<file path="src/rtl/dmem_port_arbiter.sv">
// dmem_port_arbiter
//   Shares the single data-memory port between speculative load issue and
//   committed store drain. Loads win by default; a store wins once it has
//   waited STORE_MAX_WAIT cycles, or when the load reads the store's word.
//   One load may be in flight; a mispredict that makes it wrong-path
//   suppresses its writeback, while the port stays busy until the read data
//   returns.
//
// Ports
//   clk, reset                   clock, asynchronous active-high reset
//   ld_valid/ready/addr/func3/pd/rob   load request from the memory FU
//   st_valid/ready/addr/data/func3     head store drain from the LSQ
//   rob_head                     current ROB head tag (age reference)
//   mispredict, mispredict_tag   flush pulse and offending branch tag
//   mem_req/we/addr/wdata/func3  memory port request
//   mem_rvalid, mem_rdata        memory read response
//   ld_done, ld_done_pd/rob/data load writeback
//   busy                         a load is in flight
module dmem_port_arbiter #(
    parameter int ROB_DEPTH      = 16,
    parameter int TAG_W          = 5,
    parameter int PD_W           = 7,
    parameter int STORE_MAX_WAIT = 4
) (
    input  logic             clk,
    input  logic             reset,
    input  logic             ld_valid,
    output logic             ld_ready,
    input  logic [31:0]      ld_addr,
    input  logic [2:0]       ld_func3,
    input  logic [PD_W-1:0]  ld_pd,
    input  logic [TAG_W-1:0] ld_rob,
    input  logic             st_valid,
    output logic             st_ready,
    input  logic [31:0]      st_addr,
    input  logic [31:0]      st_data,
    input  logic [2:0]       st_func3,
    input  logic [TAG_W-1:0] rob_head,
    input  logic             mispredict,
    input  logic [TAG_W-1:0] mispredict_tag,
    output logic             mem_req,
    output logic             mem_we,
    output logic [31:0]      mem_addr,
    output logic [31:0]      mem_wdata,
    output logic [2:0]       mem_func3,
    input  logic             mem_rvalid,
    input  logic [31:0]      mem_rdata,
    output logic             ld_done,
    output logic [PD_W-1:0]  ld_done_pd,
    output logic [TAG_W-1:0] ld_done_rob,
    output logic [31:0]      ld_done_data,
    output logic             busy
);

    typedef enum logic {IDLE = 1'b0, LD_WAIT = 1'b1} state_e;

    localparam int               WC_W    = $clog2(STORE_MAX_WAIT + 1);
    localparam logic [WC_W-1:0]  WC_MAX  = WC_W'(STORE_MAX_WAIT);
    localparam logic [TAG_W:0]   DEPTH_L = (TAG_W + 1)'(ROB_DEPTH);

    state_e            state_q, state_d;
    logic              killed_q, killed_d;
    logic [WC_W-1:0]   wait_cnt_q, wait_cnt_d;
    logic [PD_W-1:0]   pd_q, pd_d;
    logic [TAG_W-1:0]  rob_q, rob_d;

    logic              blocked, st_win, ld_win, kill_now;
    logic [TAG_W:0]    d_ld, d_br;

    // Distance of a tag from the ROB head, modulo ROB_DEPTH. One extra bit
    // keeps tag + ROB_DEPTH from overflowing before the wrap correction.
    function automatic logic [TAG_W:0] rob_age(input logic [TAG_W-1:0] tag,
                                               input logic [TAG_W-1:0] head);
        logic [TAG_W:0] t;
        t = {1'b0, tag} + DEPTH_L - {1'b0, head};
        if (t >= DEPTH_L) t = t - DEPTH_L;
        return t;
    endfunction

    assign d_ld = rob_age(rob_q, rob_head);
    assign d_br = rob_age(mispredict_tag, rob_head);

    always_ff @(posedge clk or posedge reset) begin
        if (reset) begin
            state_q    <= IDLE;
            killed_q   <= 1'b0;
            wait_cnt_q <= '0;
            pd_q       <= '0;
            rob_q      <= '0;
        end else begin
            state_q    <= state_d;
            killed_q   <= killed_d;
            wait_cnt_q <= wait_cnt_d;
            pd_q       <= pd_d;
            rob_q      <= rob_d;
        end
    end

    always_comb begin
        state_d      = state_q;
        killed_d     = killed_q;
        pd_d         = pd_q;
        rob_d        = rob_q;
        wait_cnt_d   = wait_cnt_q;
        ld_ready     = 1'b0;
        st_ready     = 1'b0;
        mem_req      = 1'b0;
        mem_we       = 1'b0;
        mem_addr     = '0;
        mem_wdata    = '0;
        mem_func3    = '0;
        ld_done      = 1'b0;
        ld_done_pd   = '0;
        ld_done_rob  = '0;
        ld_done_data = '0;
        busy         = 1'b0;
        kill_now     = 1'b0;

        // Same-word conflict: the load must not bypass the older store.
        blocked = st_valid && ld_valid && (st_addr[31:2] == ld_addr[31:2]);
        st_win  = st_valid && (!ld_valid || blocked || (wait_cnt_q >= WC_MAX));
        ld_win  = !st_win && ld_valid && !mispredict;

        case (state_q)
            IDLE: begin
                // Grants are combinational, so hold them off while reset is up.
                if (!reset) begin
                    if (st_win) begin
                        st_ready  = 1'b1;
                        mem_req   = 1'b1;
                        mem_we    = 1'b1;
                        mem_addr  = st_addr;
                        mem_wdata = st_data;
                        mem_func3 = st_func3;
                    end else if (ld_win) begin
                        ld_ready  = 1'b1;
                        mem_req   = 1'b1;
                        mem_addr  = ld_addr;
                        mem_func3 = ld_func3;
                        pd_d      = ld_pd;
                        rob_d     = ld_rob;
                        killed_d  = 1'b0;
                        state_d   = LD_WAIT;
                    end
                end
            end
            LD_WAIT: begin
                busy = 1'b1;
                // Load strictly younger than the branch is on the wrong path.
                kill_now = mispredict && (d_ld > d_br);
                if (kill_now) killed_d = 1'b1;
                if (mem_rvalid) begin
                    state_d = IDLE;
                    if (!killed_q && !kill_now) begin
                        ld_done      = 1'b1;
                        ld_done_pd   = pd_q;
                        ld_done_rob  = rob_q;
                        ld_done_data = mem_rdata;
                    end
                end
            end
            default: state_d = IDLE;
        endcase

        // Store aging counts every cycle the head store is left waiting.
        if (!st_valid || st_ready)  wait_cnt_d = '0;
        else if (wait_cnt_q < WC_MAX) wait_cnt_d = wait_cnt_q + 1'b1;
    end

endmodule

</file>
<file path="config.mk">
export PLATFORM = sky130hd
export DESIGN_NAME = dmem_port_arbiter
export DESIGN_NICKNAME = d
export VERILOG_FILES = /design/src/rtl/dmem_port_arbiter.sv
export SDC_FILE = /design/constraint.sdc
export NUM_CORES = 1
export LEC_CHECK = 0
export CAP_MARGIN = 20
export CORE_AREA = 3 3 109 111
export DETAILED_ROUTE_END_ITERATION = 10
export DIE_AREA = 0 0 112 114
export PLACE_DENSITY = 0.84
export SLEW_MARGIN = 10
export SYNTH_ARGS = -nofsm -noshare
export SYNTH_HDL_FRONTEND = slang
export SYNTH_SLANG_ARGS = --single-unit
</file>
<file path="constraint.sdc">
create_clock -name clk -period 4 [get_ports clk]
set_input_delay 0.6 -clock clk [delete_from_list [all_inputs] [get_ports clk]]
set_output_delay 0.6 -clock clk [all_outputs]
set_load 0.05 [all_outputs]
</file>
==> flow_summary_export.csv <==
group,metric,value,unit
critical_path,cp_max_fo,6,
worst_hold_path,hp-class,"flop to flop",
placement,port_buffers,278,
cts,clk_latency,0.27,ns
logic_synthesis,yosysTopAreaCellShare,0.1639,
critical_path,cp-start-kind,"input pin",
logic_synthesis,synth_cell_types,33,
sta,post-route-period-util,1.124,
cts,cts_max_level,1,
logic_synthesis,synthCells,372,
cts,cts_sinks,17,
global_routing,overflow,0,
cells_and_area,nFillCells,711,
critical_path,worst-setup-path-type,"input pin to primary output",
global_routing,grt.met2_usage,0.4708,
critical_path,cp.required,3.40,ns
logic_synthesis,synthAdderAreaFrac,0.1233,
logic_synthesis,synth_area_leader_cell,"and2_1",
logic_synthesis,synth_mux_area_frac,0.06469,
critical_path,critical_path.cell_chain,"dlygate4sd2_1 > ha_4 > ha_1 > a21o_1 > a21oi_2 > xnor2_1 > nand2b_1 > ha_4 > a21o_1 > a211oi_2 > nor2_4 > nor3_4 > buf_4 > buf_6 > buf_16 > and2_4 > buf_12",
cells_and_area,fin_nets,855,
run_status,violations,"setup timing",
floorplan,start_util,0.2629,
routing,drc,0,
global_routing,grt_use_met1,0.2402,
power,intPower,1119,µW
floorplan,die_h,114,µm
global_routing,antenna_found_initial,0,
global_routing,track_usage,0.2389,
logic_synthesis,synth_compound_area_frac,0.1573,
sta,final_hold_viol_count,0,
power,power_density,255.6,nW/µm²
logic_synthesis,async_reset_ff_frac,1.000,
routing,drtIter0Drc,170,
cells_and_area,post-route-util,0.7133,
cells_and_area,drive_above_1_share,0.3865,
floorplan,die_w,112,µm
placement,hpwl,11980,µm
cts,path_clk_slew,0.07,ns
sta,relSlewSlack,0.5561,
critical_path,cp-end-kind,"primary output",
logic_synthesis,synthFlopType,"dfrtp_1",
floorplan,fp.coreArea,10890,µm²
placement,dp_cells,783,
critical_path,slowest_delay,0.33,ns
sta,rsz0062_at_grt,"yes",
logic_synthesis,netlist_area,2863,µm²
logic_synthesis,netlist_top_cells_area,"and2_1, dfrtp_1, ha_1",
power,peakVddDrop,0.1755,mV
logic_synthesis,synth-simple-area-share,0.3260,
logic_synthesis,yosys_warnings,0,
sta,fmax,0.2224,GHz
logic_synthesis,synth_common_cells,"and2_1, nand2_1, nor2_1",
power,pwr-share-comb,0.799,
floorplan,die-area,12770,µm²
routing,drt_pass1_iterations,4,
logic_synthesis,synth_top_family_by_area,"simple AND/OR/NAND/NOR gates",
logic_synthesis,synth-xor-area-share,0.1101,
sta,slew_violations,0,
global_routing,met3_usage,0.05570,
global_routing,busiest_layer,"met2",
run_status,outcome,"complete, but fails checks",
sta,setup_tns,-20.32,ns
power,leakagePower,0.003288,µW
sta,setup_viol,45,
sta,finalClockSkew,0.002531,ns
routing,num_vias,4014,
cells_and_area,diodes,0,
global_routing,grt_pass1_vias,4183,
routing,ant_nets,0,
logic_synthesis,synth-edff-count,0,
sta,worst_pin_slew,0.6652,ns
cells_and_area,area_delta_synth_final,171.3,%
cts,cts-root-buf,"clkbuf_8",
power,switching_share,0.4361,
cts,clk_path_buf_depth,2,
logic_synthesis,ys_ff_latch,17,
routing,drt-wirelength-per-cell,20.56,µm
sta,post-route-min-period,4.497,ns
logic_synthesis,ys_seq_area_frac,0.1486,
global_routing,grt_max_degree,66,
placement,gp_congestion,0.8661,
run,maxCapViolCount,0,
power,sequentialPowerShare,0.131,
floorplan,io_pins,279,
routing,wl,16550,µm
logic_synthesis,syn_area_per_cell,7.696,µm²
global_routing,grt_pass1_wl,23920,µm
cts,numCtsBuffers,3,
power,p_clk_frac,0.070,
power,netSwitchingPower,865.6,µW
cts,cts_tree,"yes",
logic_synthesis,synth_nets,561,
routing,avgViaCountPerCell,4.986,
cts,cts_hold_buf,0,
cells_and_area,instances_no_fill,805,
sta,finalWorstSetupSlack,-0.4970,ns
critical_path,crit_slowest_cell,"a211oi_2",
cells_and_area,design_area,7766,µm²
critical_path,critPathArrivalTime,3.90,ns
placement,pre_cts_ws,-0.7310,ns
placement,dpl_cell_area,7196,µm²
logic_synthesis,synth.most_common_cell,"and2_1",
floorplan,rows,38,
[final timing paths]
check / startpoint / to / slack (ns) / depth (start not counted)
worst max-delay path: mispredict_tag[2] / ld_done_pd[2] / -0.50 / 17
min in group asynchronous: reset / killed_q / 0.81 / 2
worst min register to register: pd_q[4] / pd_q[4] / 0.52 / 1
worst min-delay path: pd_q[4] / pd_q[4] / 0.52 / 1
max in group asynchronous: reset / rob_q[1] / 2.72 / 2
worst max register to register: rob_q[1] / killed_q / 0.71 / 16
[critical path, delay by kind of cell]
kind                     cells  cell delay [ns]
AO/OA/AOI/OAI                4             0.90
AND/OR/NAND/NOR              4             0.60
adder cells (fa/ha/maj)      3             0.79
buffers and inverters        5             0.81
XOR/XNOR                     1             0.18
[sequential cells by signal (all words and copies together), names as in the netlist]
name,cells
wait_cnt_q,3
state_q,1
rob_q,5
pd_q,7
killed_q,1
[metrics by stage]
stage	power, µW	hold slack [ns]
after CTS	1842	0.5132
final	1985	0.5225
after floorplan	928.7	0.4721
after detailed placement	1556	0.4897
after global placement	1496	0.4843
after global routing	2063	0.5417
[layout make-up]
cell class | count | area, µm² | area share
clock buffer | 3 | 41.29 | 0.005317
tap | 140 | 175.2 | 0.02256
timing repair buffer | 311 | 4388 | 0.5650
inverter | 17 | 71.32 | 0.009183
sequential | 17 | 426.7 | 0.05494
multi-input combinational | 316 | 2659 | 0.3424
clock inverter | 1 | 5.005 | 0.0006444
[power by group through the flow]
stage | logic, µW | clock network [µW] | registers (µW)
floorplan | 680 | 0 | 249
global placement | 1240 | 0 | 251
detailed placement | 1300 | 0 | 255
CTS | 1450 | 138 | 254
global route | 1650 | 146 | 265
finish | 1590 | 140 | 260
[cell usage in the layout (no fill, tap or decap), drive strengths merged, types with 17 or more instances in the layout]
cell | netlist | final
dfrtp | 17 | 17
buf | 10 | 151
nor2 | 39 | 39
nand2 | 46 | 46
a221o | 30 | 30
xor2 | 31 | 31
ha | 25 | 25
clkdlybuf4s50 | 0 | 153
inv | 17 | 17
and2 | 75 | 75
[per-layer routing]
layer	vias to the layer above	share of wire	routed length (µm)
li1	1869	-	-
met1	1875	0.33	5459
met2	229	0.55	9158
met3	41	0.079	1315
met4	0	0.037	614
met5	-	0	0
[logic make-up after synthesis]
family                     Yosys count
xor gates and xnor gates            36
and+or+nand+nor                    182
DFF                                 17
adders and majority gates           27
muxes                               17
AOI/OAI and AO/OA                   54
buffers and inverters               39
[timing repair]
action	CTS	global route
endpoints found under the hold margin	0	0
resized for setup	55	17
setup endpoints to repair	45	45
gates cloned	6	1
buffers inserted	10	6
pin swaps	50	19
Power figures use the tool's default switching activity.
